==> src/rtl/seg_sched_pkg.sv <==
// Shared definitions for the seven-segment display scheduler: state codes,
// the idle display value and the dwell/blank counter width helper.
package seg_sched_pkg;

  localparam logic [1:0] IDLE  = 2'd0;
  localparam logic [1:0] SHOW  = 2'd1;
  localparam logic [1:0] BLANK = 2'd2;

  typedef enum logic [1:0] {
    ST_IDLE  = IDLE,
    ST_SHOW  = SHOW,
    ST_BLANK = BLANK
  } sched_state_t;

  localparam logic [15:0] SEG_IDLE_VALUE = 16'h0000;

  // The counter only ever holds (cycles - 1), so $clog2 of the larger period suffices.
  function automatic int cnt_width(input int dwell, input int blank);
    int m;
    m = (dwell > blank) ? dwell : blank;
    return (m <= 1) ? 1 : $clog2(m);
  endfunction

endpackage

==> src/rtl/seg_rr_arbiter.sv <==
// Combinational round-robin arbiter: searches upward from ptr, wrapping,
// and returns the first requesting source as one-hot, index and valid.
module seg_rr_arbiter #(
  parameter int NUM_SRC = 4
) (
  input  logic [NUM_SRC-1:0] req,
  input  logic [2:0]         ptr,
  output logic [NUM_SRC-1:0] gnt,
  output logic [2:0]         gnt_idx,
  output logic               gnt_vld
);

  always_comb begin
    gnt     = '0;
    gnt_idx = '0;
    gnt_vld = 1'b0;
    for (int k = 0; k < NUM_SRC; k++) begin
      for (int i = 0; i < NUM_SRC; i++) begin
        if (!gnt_vld && req[i] && (i == (int'(ptr) + k) % NUM_SRC)) begin
          gnt_vld = 1'b1;
          gnt[i]  = 1'b1;
          gnt_idx = 3'(i);
        end
      end
    end
  end

endmodule

==> src/rtl/seven_seg_scheduler.sv <==
// Time-shares the 4-digit seven-segment display between NUM_SRC requesters
// with round-robin grants, fixed dwell and blank gaps.
// Optional macro SEG_SCHED_PREEMPT_EN: source 0 preempts any other message.
//
// state | meaning
// IDLE  | nothing shown, IDLE_VALUE on display, waiting for a request
// SHOW  | granted value on display for DWELL_CYCLES cycles
// BLANK | digits off for BLANK_CYCLES cycles before the next grant
module seven_seg_scheduler
  import seg_sched_pkg::*;
#(
  parameter int          NUM_SRC      = 4,
  parameter int          DWELL_CYCLES = 50_000_000,
  parameter int          BLANK_CYCLES = 5_000_000,
  parameter logic [15:0] IDLE_VALUE   = SEG_IDLE_VALUE
) (
  input  logic                    clk,
  input  logic                    rst,
  input  logic [NUM_SRC-1:0]      req,
  input  logic [16*NUM_SRC-1:0]   data_in,
  output logic [NUM_SRC-1:0]      ack,
  output logic [15:0]             disp_data,
  output logic                    disp_blank,
  output logic                    busy,
  output logic [2:0]              cur_src
);

  localparam int            CW         = cnt_width(DWELL_CYCLES, BLANK_CYCLES);
  localparam logic [CW-1:0] DWELL_LOAD = CW'(DWELL_CYCLES - 1);
  localparam logic [CW-1:0] BLANK_LOAD = CW'(BLANK_CYCLES - 1);

  sched_state_t        state_q, state_d;
  logic [CW-1:0]       cnt_q, cnt_d;
  logic [2:0]          ptr_q, ptr_d, ptr_next;
  logic [NUM_SRC-1:0]  ack_d;
  logic [15:0]         data_d;
  logic                blank_d;
  logic [2:0]          src_d;

  logic [NUM_SRC-1:0]  req_eff;
  logic [NUM_SRC-1:0]  gnt;
  logic [2:0]          gnt_idx;
  logic                gnt_vld;
  logic [15:0]         gnt_data;
  logic                preempt;
  logic                do_grant;
  logic                do_idle;

  // A source still holding req in its own ack cycle has not yet seen the ack.
  assign req_eff = req & ~ack;

  seg_rr_arbiter #(.NUM_SRC(NUM_SRC)) u_arb (
    .req     (req_eff),
    .ptr     (ptr_q),
    .gnt     (gnt),
    .gnt_idx (gnt_idx),
    .gnt_vld (gnt_vld)
  );

  assign ptr_next = 3'((int'(gnt_idx) + 1) % NUM_SRC);

  always_comb begin
    gnt_data = '0;
    for (int i = 0; i < NUM_SRC; i++) begin
      if (gnt[i]) gnt_data = data_in[16*i +: 16];
    end
  end

`ifdef SEG_SCHED_PREEMPT_EN
  assign preempt = req_eff[0] &&
                   (((state_q == ST_SHOW) && (cur_src != 3'd0)) || (state_q == ST_BLANK));
`else
  assign preempt = 1'b0;
`endif

  always_comb begin
    state_d  = state_q;
    cnt_d    = cnt_q;
    ptr_d    = ptr_q;
    ack_d    = '0;
    data_d   = disp_data;
    blank_d  = disp_blank;
    src_d    = cur_src;
    do_grant = 1'b0;
    do_idle  = 1'b0;

    if (preempt) begin
      // Urgent grant leaves the round-robin pointer untouched.
      state_d = ST_SHOW;
      cnt_d   = DWELL_LOAD;
      ack_d   = NUM_SRC'(1);
      data_d  = data_in[15:0];
      blank_d = 1'b0;
      src_d   = 3'd0;
    end else begin
      unique case (state_q)
        ST_IDLE: begin
          do_grant = gnt_vld;
        end
        ST_SHOW: begin
          if (cnt_q != '0) begin
            cnt_d = cnt_q - CW'(1);
          end else if (|req_eff) begin
            state_d = ST_BLANK;
            cnt_d   = BLANK_LOAD;
            blank_d = 1'b1;
          end else begin
            do_idle = 1'b1;
          end
        end
        ST_BLANK: begin
          if (cnt_q != '0) begin
            cnt_d = cnt_q - CW'(1);
          end else if (gnt_vld) begin
            do_grant = 1'b1;
          end else begin
            do_idle = 1'b1;
          end
        end
        default: begin
          do_idle = 1'b1;
        end
      endcase
    end

    if (do_grant) begin
      state_d = ST_SHOW;
      cnt_d   = DWELL_LOAD;
      ack_d   = gnt;
      data_d  = gnt_data;
      blank_d = 1'b0;
      src_d   = gnt_idx;
      ptr_d   = ptr_next;
    end
    if (do_idle) begin
      state_d = ST_IDLE;
      cnt_d   = '0;
      data_d  = IDLE_VALUE;
      blank_d = 1'b0;
      src_d   = 3'd0;
    end
  end

  always_ff @(posedge clk or negedge rst) begin
    if (!rst) begin
      state_q    <= ST_IDLE;
      cnt_q      <= '0;
      ptr_q      <= '0;
      ack        <= '0;
      disp_data  <= IDLE_VALUE;
      disp_blank <= 1'b0;
      cur_src    <= 3'd0;
    end else begin
      state_q    <= state_d;
      cnt_q      <= cnt_d;
      ptr_q      <= ptr_d;
      ack        <= ack_d;
      disp_data  <= data_d;
      disp_blank <= blank_d;
      cur_src    <= src_d;
    end
  end

  assign busy = (state_q != ST_IDLE);

endmodule

==> config.mk <==
export PLATFORM = sky130hd
export DESIGN_NAME = seven_seg_scheduler
export DESIGN_NICKNAME = d
export VERILOG_FILES = /design/src/rtl/seg_sched_pkg.sv /design/src/rtl/seg_rr_arbiter.sv /design/src/rtl/seven_seg_scheduler.sv
export SDC_FILE = /design/constraint.sdc
export NUM_CORES = 1
export LEC_CHECK = 0
export CORE_MARGIN = 2
export CORE_UTILIZATION = 34
export DETAILED_ROUTE_END_ITERATION = 6
export DONT_BUFFER_PORTS = 1
export REMOVE_ABC_BUFFERS = 1
export SLEW_MARGIN = 25
export SYNTH_ARGS = -nofsm -noshare
export SYNTH_HDL_FRONTEND = slang
export SYNTH_SLANG_ARGS = --single-unit
export TNS_END_PERCENT = 10
==> constraint.sdc <==
create_clock -name clk -period 2.8 [get_ports clk]
set_clock_uncertainty 0.2 [all_clocks]
set_input_delay 0.56 -clock clk [delete_from_list [all_inputs] [get_ports clk]]
set_output_delay 0.56 -clock clk [all_outputs]
set_load 0.005 [all_outputs]
Yosys cells after proc, flatten, opt, wreduce, memory -nomap -nowiden
Cells that the tools add are included.
- $add $sub $neg: 5
- equality and inequality tests: 17
- mux-type cells: 79
- bitwise logic cells: 5
- reductions and logical operators: 63
- operators by type and width (kind ; number):
    26-bit 2-to-1 mux ; 5
    32-bit zero test ; 4
    16-bit 2-to-1 mux ; 6
    26-bit case mux with 2 select lines ; 1
    1-bit 2-to-1 mux ; 43
    2-bit 2-to-1 mux ; 19
    1-bit logical AND ; 31
    26-bit nonzero test ; 1
    26-bit by 1-bit subtractor with 26-bit output, second input constant ; 1
    3-bit == test, first input constant ; 6
    1-bit zero test ; 15
    2-bit by 3-bit == test with 1-bit output, first input constant ; 3
    3-bit 2-to-1 mux ; 2
    3-bit AND reduction ; 2
    3-bit nonzero test ; 2
    2-bit OR reduction ; 3
    5-bit != test, second input constant ; 1
    2-bit by 1-bit adder with 2-bit output, second input constant ; 2
    2-bit adder, second input constant ; 2
    4-bit AND ; 1
    2-bit == test, first input constant ; 2
    4-bit 2-to-1 mux ; 1
    4-bit != test, second input constant ; 1
    4-bit NOT ; 1
    other kinds (11) ; 14
- flip-flop bits (word level): 54
- input port bits: 70
- output and inout bits: 25
- logic and storage cells: 176

Logic depth before layout (Yosys ltp)
Gate-level depths: netlist of the first run.
- depth after elaboration: 69
- gate-level depth with buffers: 10
- gate-level depth less buffers: 8

Cells and area by module
Synthesis of the first run repeated with hierarchy kept, for this count alone.
- cell total of the unflattened synthesis: 363
- area total of the unflattened synthesis: 3298.2 µm²
- modules (own cells, without submodules) (module ; instances ; cells each ; area an instance (µm²) ; sequential area each (µm²)):
    seven_seg_scheduler ; 1 ; 334 ; 3138.0 ; 1326.3
    seg_rr_arbiter ; 1 ; 29 ; 160.2 ; 0.0

Worst setup path before layout of the first run
Ideal clock, no wire load.
- kind: flip-flop to flip-flop
- start: reg cnt_q[0]
- end: reg cnt_q[5]
- setup time: 0.081 ns
- data arrival time: 2.432 ns
- data required time: 2.519 ns
- path slack: 0.087 ns
- cell stages (with the launch flop): 8
- path buffers: 0
- clock period less this slack: 2.713 ns
- cells stage by stage: dfrtp_1 inv_1 ha_1 or4b_4 or4_1 or3_4 a211o_1 a31oi_2
- word-level cells in the longest chain between the ends: 5
- elaborated cells on any way between the ends: 16
- those cells by class: 1 x add/sub; 2 x eq/ne; 10 x mux; 3 x reduce/logical
- RTL lines (element ; line ; source):
    start, declared ; seven_seg_scheduler.sv:33 ; logic [CW-1:0] cnt_q, cnt_d;
    start signal, assigned ; seven_seg_scheduler.sv:155 ; cnt_q <= cnt_d;
    26-bit by 1-bit subtractor with 26-bit output or 26-bit nonzero test (tied branches) ; - ;
    26-bit 2-to-1 mux, or another cell as far along ; seven_seg_scheduler.sv:112 ; if (cnt_q != '0) begin
    26-bit case mux with 2 select lines, or another cell as far along ; seven_seg_scheduler.sv:96 ; unique case (state_q)
    26-bit 2-to-1 mux, or another cell as far along ; seven_seg_scheduler.sv:126 ; if (do_grant) begin
    26-bit 2-to-1 mux or 3-bit AND reduction (tied branches) ; - ;
Several ways; a longest one is shown, not always the timed one. The select of a mux whose other input is x is not followed.
A chain may end at the register's enable or synchronous reset.

Final worst setup path of the first run
- start: reg cnt_q[1]
- end: reg cnt_q[5]
Same word-level chain as after synthesis.

==> results by group, run 1 <==
Run status
  – Outcome: finished clean

Timing
  – Final setup viols: 0
  – Setup TNS Final: 0 ns
  – Endpoints failing hold: 0
  – Hold slack: 0.1728 ns
  – Minimum clock period: 2.730 ns
  – Slew @ Worst Pin: 0.6992 ns
  – Fin crit share: 97.49%
  – Final Max Tran Viols: 0
  – Peak Freq: 366.3 MHz
  – Unrepaired setup endpoints after global routing: true
  – Max-slew headroom: 53.33%

Yosys
  – Synthesized cell area: 3226 sq um
  – Syn_area_per_cell: 8.960 sq um
  – Post-Syn Instances: 360
  – Ys flop type: dfrtp_1
  – Synth cell types: 59
  – Share of the synthesized area in the top cell type: 40.34%
  – Synth top cells by count: dfrtp_1, o21ai_0, nor2_1
  – Cell taking the most area after synthesis: dfrtp_1
  – Largest cells by area after synthesis: dfrtp_1, a221oi_1, o21ai_0
  – Async set or reset register ratio after synthesis: 100.0%
  – Synthesis Warnings: 0
  – Number of synthesized flops with an enable pin: 0
  – Register area share after synthesis: 40.34%
  – Synth Register Bits: 52
  – Most frequent cell after synthesis: dfrtp_1

Setup path
  – Crit path max-delay cell type: or4b_4
  – RR Endpoint: cnt_q[5]
  – Crit. path cell count: 7
  – Buf/Inv on CP: 1
  – CP Launch Point: cnt_q[1]
  – Worst EP arrival: 2.78 ns
  – Critical R2R Launch: cnt_q[1]
  – Critical Path RT: 2.85 ns
  – Crit start category: flop
  – R2R depth: 7
  – Worst path max stage delay: 0.52 ns
  – Critical Path, Cell by Cell: inv_2 > ha_2 > or4b_4 > or4_4 > or3_4 > a211o_1 > a31oi_2
  – Crit-path max FO: 5
  – Crit. End Element: flop
  – Critical Path Sink: cnt_q[5]
  – Worst reg-to-reg setup slack: 0.07 ns
  – Top delay family on crit path: simple AND/OR/NAND/NOR gates
  – Critical path type: flop to flop

Die
  – I/O pin total: 95
  – Die H: 101.4 um
  – Initial cell density of the core: 34.91%
  – Chip width: 101.4 um
  – Die area: 10280 sq um
  – FP Rows: 35
  – Core area: 9240 sq um

Pwr
  – Clk pwr share: 18.3%
  – Part of the power in registers: 35.7%
  – Logic gate share of total power: 46.1%
  – Peak VDD IR: 0.4774 mV
  – LEAKAGE: 1.476 nW
  – Power density over the cells: 811.8 nW/um^2
  – Switching share of power: 41.79%
  – Sw Pwr: 1.297 mW
  – Internal Power: 1.806 mW

Clock tree
  – CTS tree: done
  – Deepest level of the CTS H-tree: 2
  – Clock sinks: 52
  – Longest Clk Path Bufs: 2
  – Root cell of the clock tree: clkbuf_8
  – Clk_lat worst skew: 0.32 ns
  – Clock slew at reported path FFs: 0.11 ns
  – Total CTS buffers: 5

Route
  – TritonRoute pass-1 iters: 4
  – Final wirelength: 9320 um
  – DR vias: 3049
  – Post-route ant nets: 0
  – Post-DR wirelength/cell: 18.20 um
  – Residual DRC count: 0
  – Starting DRT DRC Count: 197
  – Vias per inst: 5.955

Global route
  – First-pass GRT wire length: 15220 um
  – Number of global-route vias before repair: 3061
  – Pin count of the biggest net entering global routing: 53
  – GRT Residual Overflow: 0
  – Initial antenna violation count: 0
  – GR Util All Layers: 18.66%

Min path
  – Hold wc startpoint: data_in[51]
  – Hold Crit Class: input port to flop

Place
  – Routability congestion estimate: 0.8872
  – Port bufs: 0
  – HPWL Detailed: 6888 um
  – Placed insts: 499

Finish
  – Antenna diodes: 0
  – Multi-input combinational cell area: 1874 sq um
  – Final nets: 457
  – Area Growth Syn to Fin: 18.50%
  – Share of layout cells above drive strength 1: 20.37%
  – Post-route insts no fill: 512
  – Filler cells: 902
  – Sequential cell area: 1301 sq um

Flow run
  – Max-cap violations: 0
-- cell usage in the layout (no fill, tap or decap), drive strengths merged, types with 7 or more instances in the layout --
cell,synthesis,final
inv,10,12
buf,9,36
nand3,13,13
a22oi,16,16
nand2,19,19
or4,8,8
nor2b,9,9
dfrtp,52,52
a21oi,20,20
a221oi,17,17
o21ai,44,44
a21o,7,7
nor2,27,27
nor3,15,15
-- state kept, by name, indices dropped and copies added, names as in the netlist --
register / flops
ptr_q: 2
cnt_q: 26
disp_blank: 1
ack: 4
state_q: 1
cur_src: 2
disp_data: 16
-- stage by stage --
step	instance area [sq um]	util (%)	power, mW	setup WS [ns]
6_report	3822	41.37	3.103	0.07021
5_1_grt	3822	41.37	3.317	-0.003989
4_1_cts	3727	40.34	3.045	-0.02144
3_5_place_dp	3568	38.62	2.456	-0.09709
3_3_place_gp	3568	38.62	2.416	-0.02766
2_1_floorplan	3128	-	2.003	-0.003140
-- per-layer routing --
layer  vias to the layer above  track usage [%]  wire [um]
met1                      1492            23.41       4010
met3                        17            4.003        590
met4                         0            7.484        211
met2                       126            31.33       4507
met5                         -                0          0
li1                       1414                -          -
-- worst reg2reg max path: stages (launching register included) --
cell and delay, ns:
dfrtp_1 0.42, inv_2 0.07, ha_2 0.17, or4b_4 0.53
or4_4 0.50, or3_4 0.35, a211o_1 0.27, a31oi_2 0.15
-- worst min-delay path by stage --
stage | to | slack [ns] | depth (start not counted)
2_1_floorplan | ack[0] | 0.06 | 0
3_3_place_gp | cnt_q[21] | 0.07 | 0
3_5_place_dp | cnt_q[21] | 0.07 | 0
4_1_cts | disp_data[3] | 0.16 | 2
5_1_grt | disp_data[5] | 0.17 | 2
6_report | disp_data[3] | 0.17 | 2
-- logic make-up after synthesis --
group	after synthesis	synth area share, %
buffers and inverters	32	4.189
other	1	0.1163
xor gates and xnor gates	6	1.629
AOI/OAI and AO/OA	138	29.01
and+or+nand+nor	125	22.46
muxes	1	0.3103
DFF	52	40.34
adders and majority gates	5	1.939
-- final cells by class --
class / instances / share of cell area [%]
multi-input cells: 276 / 49.03
inverters: 10 / 0.9820
clock buffers: 5 / 1.800
repair buffers: 37 / 8.609
well taps: 129 / 4.223
clock inverters: 3 / 1.309
flip-flops and latches: 52 / 34.04
-- timing repair --
action / 4_1_cts / 5_1_grt
endpoints found under the hold margin: 52 / 0
hold buffers: 2 / 0
resized for setup: 3 / 13
setup endpoints to repair: 18 / 41
buffers inserted: 0 / 3
pin swaps: 0 / 2
-- power groups by stage --
stage | combinational, mW | sequential, mW | clock [mW]
after CTS | 1.36 | 1.10 | 0.578
after detailed placement | 1.34 | 1.11 | 0
after global placement | 1.30 | 1.12 | 0
after floorplan | 0.928 | 1.07 | 0
final | 1.43 | 1.11 | 0.567
after global routing | 1.59 | 1.13 | 0.602
(Power assumes the default switching activity.)
==> inputs of run 2 (changes only) <==
Settings changed: PLACE_DENSITY from default to 0.58.
==> run 2 against run 1 <==
Global-route usage shrank 0.41 points; sequential power about the same; first-iteration DRC count down 16%; utilization is 0.11 points lower; count of clock-buffer cells in the layout is the same; worst setup slack lost 0.042 ns; power is 1.5% higher; combinational power rose by 9%; die area stayed put; critical path depth is the same; critical path type unchanged; largest power group unchanged.
==> results by group, run 2 (same netlist as run 1, synthesis figures left out) <==
Finish
  – Highest-count cells in the layout ignoring fill and taps: dfrtp_1, buf_4, nor2_1, o21ai_1, o21ai_0
  – Antenna diodes: 0
  – Most common cell after layout, fill and taps aside: dfrtp_1
  – Area Growth Syn to Fin: 18.19%
  – Post-route insts no fill: 515
  – Final nets: 460
  – Share of layout cells above drive strength 1: 19.69%
  – Top Registers: cnt_q (26), disp_data (16), ack (4)
  – Filler cells: 892
  – Sequential cell area: 1301 sq um
  – Max reg flops: 26
  – Multi-input combinational cell area: 1832 sq um
  – Reg with most FFs: cnt_q

Route
  – Vias per inst: 5.920
  – TritonRoute pass-1 iters: 4
  – Starting DRT DRC Count: 166
  – Residual DRC count: 0
  – Final wirelength: 9411 um
  – Post-DR wirelength/cell: 18.27 um
  – DR vias: 3049
  – Post-route ant nets: 0

Clock tree
  – Deepest level of the CTS H-tree: 2
  – Clk_lat worst skew: 0.33 ns
  – CTS tree: done
  – Root cell of the clock tree: clkbuf_8
  – Clock slew at reported path FFs: 0.11 ns
  – Clock sinks: 52
  – Longest Clk Path Bufs: 2
  – Total CTS buffers: 5

Die
  – I/O pin total: 95
  – Initial cell density of the core: 34.91%
  – Die area: 10280 sq um
  – FP Rows: 35
  – Core area: 9240 sq um
  – Die H: 101.4 um
  – Chip width: 101.4 um

Timing
  – Unrepaired setup endpoints after global routing: true
  – Final setup viols: 0
  – Max-slew headroom: 52.92%
  – Endpoints failing hold: 0
  – Fin crit share: 99.01%
  – Slew @ Worst Pin: 0.7055 ns
  – Minimum clock period: 2.772 ns
  – Final Max Tran Viols: 0
  – Peak Freq: 360.7 MHz
  – Setup TNS Final: 0 ns

Run status
  – Outcome: finished clean

Setup path
  – Crit. End Element: flop
  – Critical path type: flop to flop
  – Critical Path Sink: cnt_q[5]
  – Critical Path RT: 2.85 ns
  – Worst EP arrival: 2.82 ns
  – RR Endpoint: cnt_q[5]
  – CP Launch Point: cnt_q[0]
  – Critical R2R Launch: cnt_q[0]
  – Crit start category: flop
  – R2R depth: 7
  – Crit-path max FO: 5
  – Worst reg-to-reg setup slack: 0.03 ns

Global route
  – First-pass GRT wire length: 14930 um
  – Number of global-route vias before repair: 3035
  – Pin count of the biggest net entering global routing: 53
  – GR Util All Layers: 18.24%
  – GRT Residual Overflow: 0
  – Initial antenna violation count: 0

Place
  – Placed insts: 498
  – HPWL Detailed: 6814 um
  – Port bufs: 0
  – Routability congestion estimate: 0.9176

Min path
  – Min-Delay Path Depth: 2
  – Hold wc startpoint: data_in[57]
  – Hold Crit Class: input port to flop

Pwr
  – Power density over the cells: 826.0 nW/um^2
  – LEAKAGE: 1.491 nW
  – Final Total Pwr: 3.149 mW
  – Peak VDD IR: 0.4691 mV

Flow run
  – Max-cap violations: 0
==> run 2: power by group <==
part,switching [mW],internal (mW)
Clock,0.297,0.189
Combinational,0.878,0.683
Sequential,0.168,0.935
==> run 2: metal layers <==
metal  GRT usage, %  share of wire [%]
met2          30.77                 48
met4          7.796                3.1
met3          3.244                6.3
met5              0                  0
met1          23.01                 42
==> run 2: final cells by class <==
type,count,share of cell area [%]
clock buffer,5,1.805
inverter,10,0.9846
timing repair buffer,40,9.911
multi-input combinational,276,48.05
tap,129,4.234
clock inverter,3,0.8861
sequential,52,34.13
==> run 2: through the flow <==
stage               hold slack, ns  instance area, sq um  utilization [%]  worst slack, ns
finish                      0.1755                  3812            41.26          0.02783
detailed placement         0.06809                  3573            38.67          0.02444
CTS                         0.1716                  3725            40.31          0.02686
global route                0.1714                  3812            41.26         -0.08222
floorplan                  0.06441                  3128                -        -0.003140
global placement           0.06760                  3573            38.67           0.1020
==> run 2: worst min path at each step <==
| stage | endpoint |
|---|---|
| floorplan | ack[0] |
| global placement | cnt_q[24] |
| detailed placement | cnt_q[25] |
| CTS | disp_data[6] |
| global route | disp_data[10] |
| finish | disp_data[9] |
==> run 2: repair_timing <==
| item | 4_1_cts | 5_1_grt |
|---|---|---|
| endpoints found under the setup margin | 1 | 32 |
| hold buffers | 2 | 0 |
| cloned | 0 | 1 |
| buffers inserted | 1 | 5 |
| gates resized for setup | 1 | 11 |
| pin swaps | 1 | 2 |
| hold endpoints to repair | 52 | 0 |
==> run 2: worst max-delay path, cell delays in order (launching register included) <==
cell,delay [ns]
dfrtp_1,0.42
inv_2,0.09
ha_4,0.13
or4b_4,0.52
or4_4,0.53
or3_4,0.35
a211o_1,0.28
a31oi_2,0.16
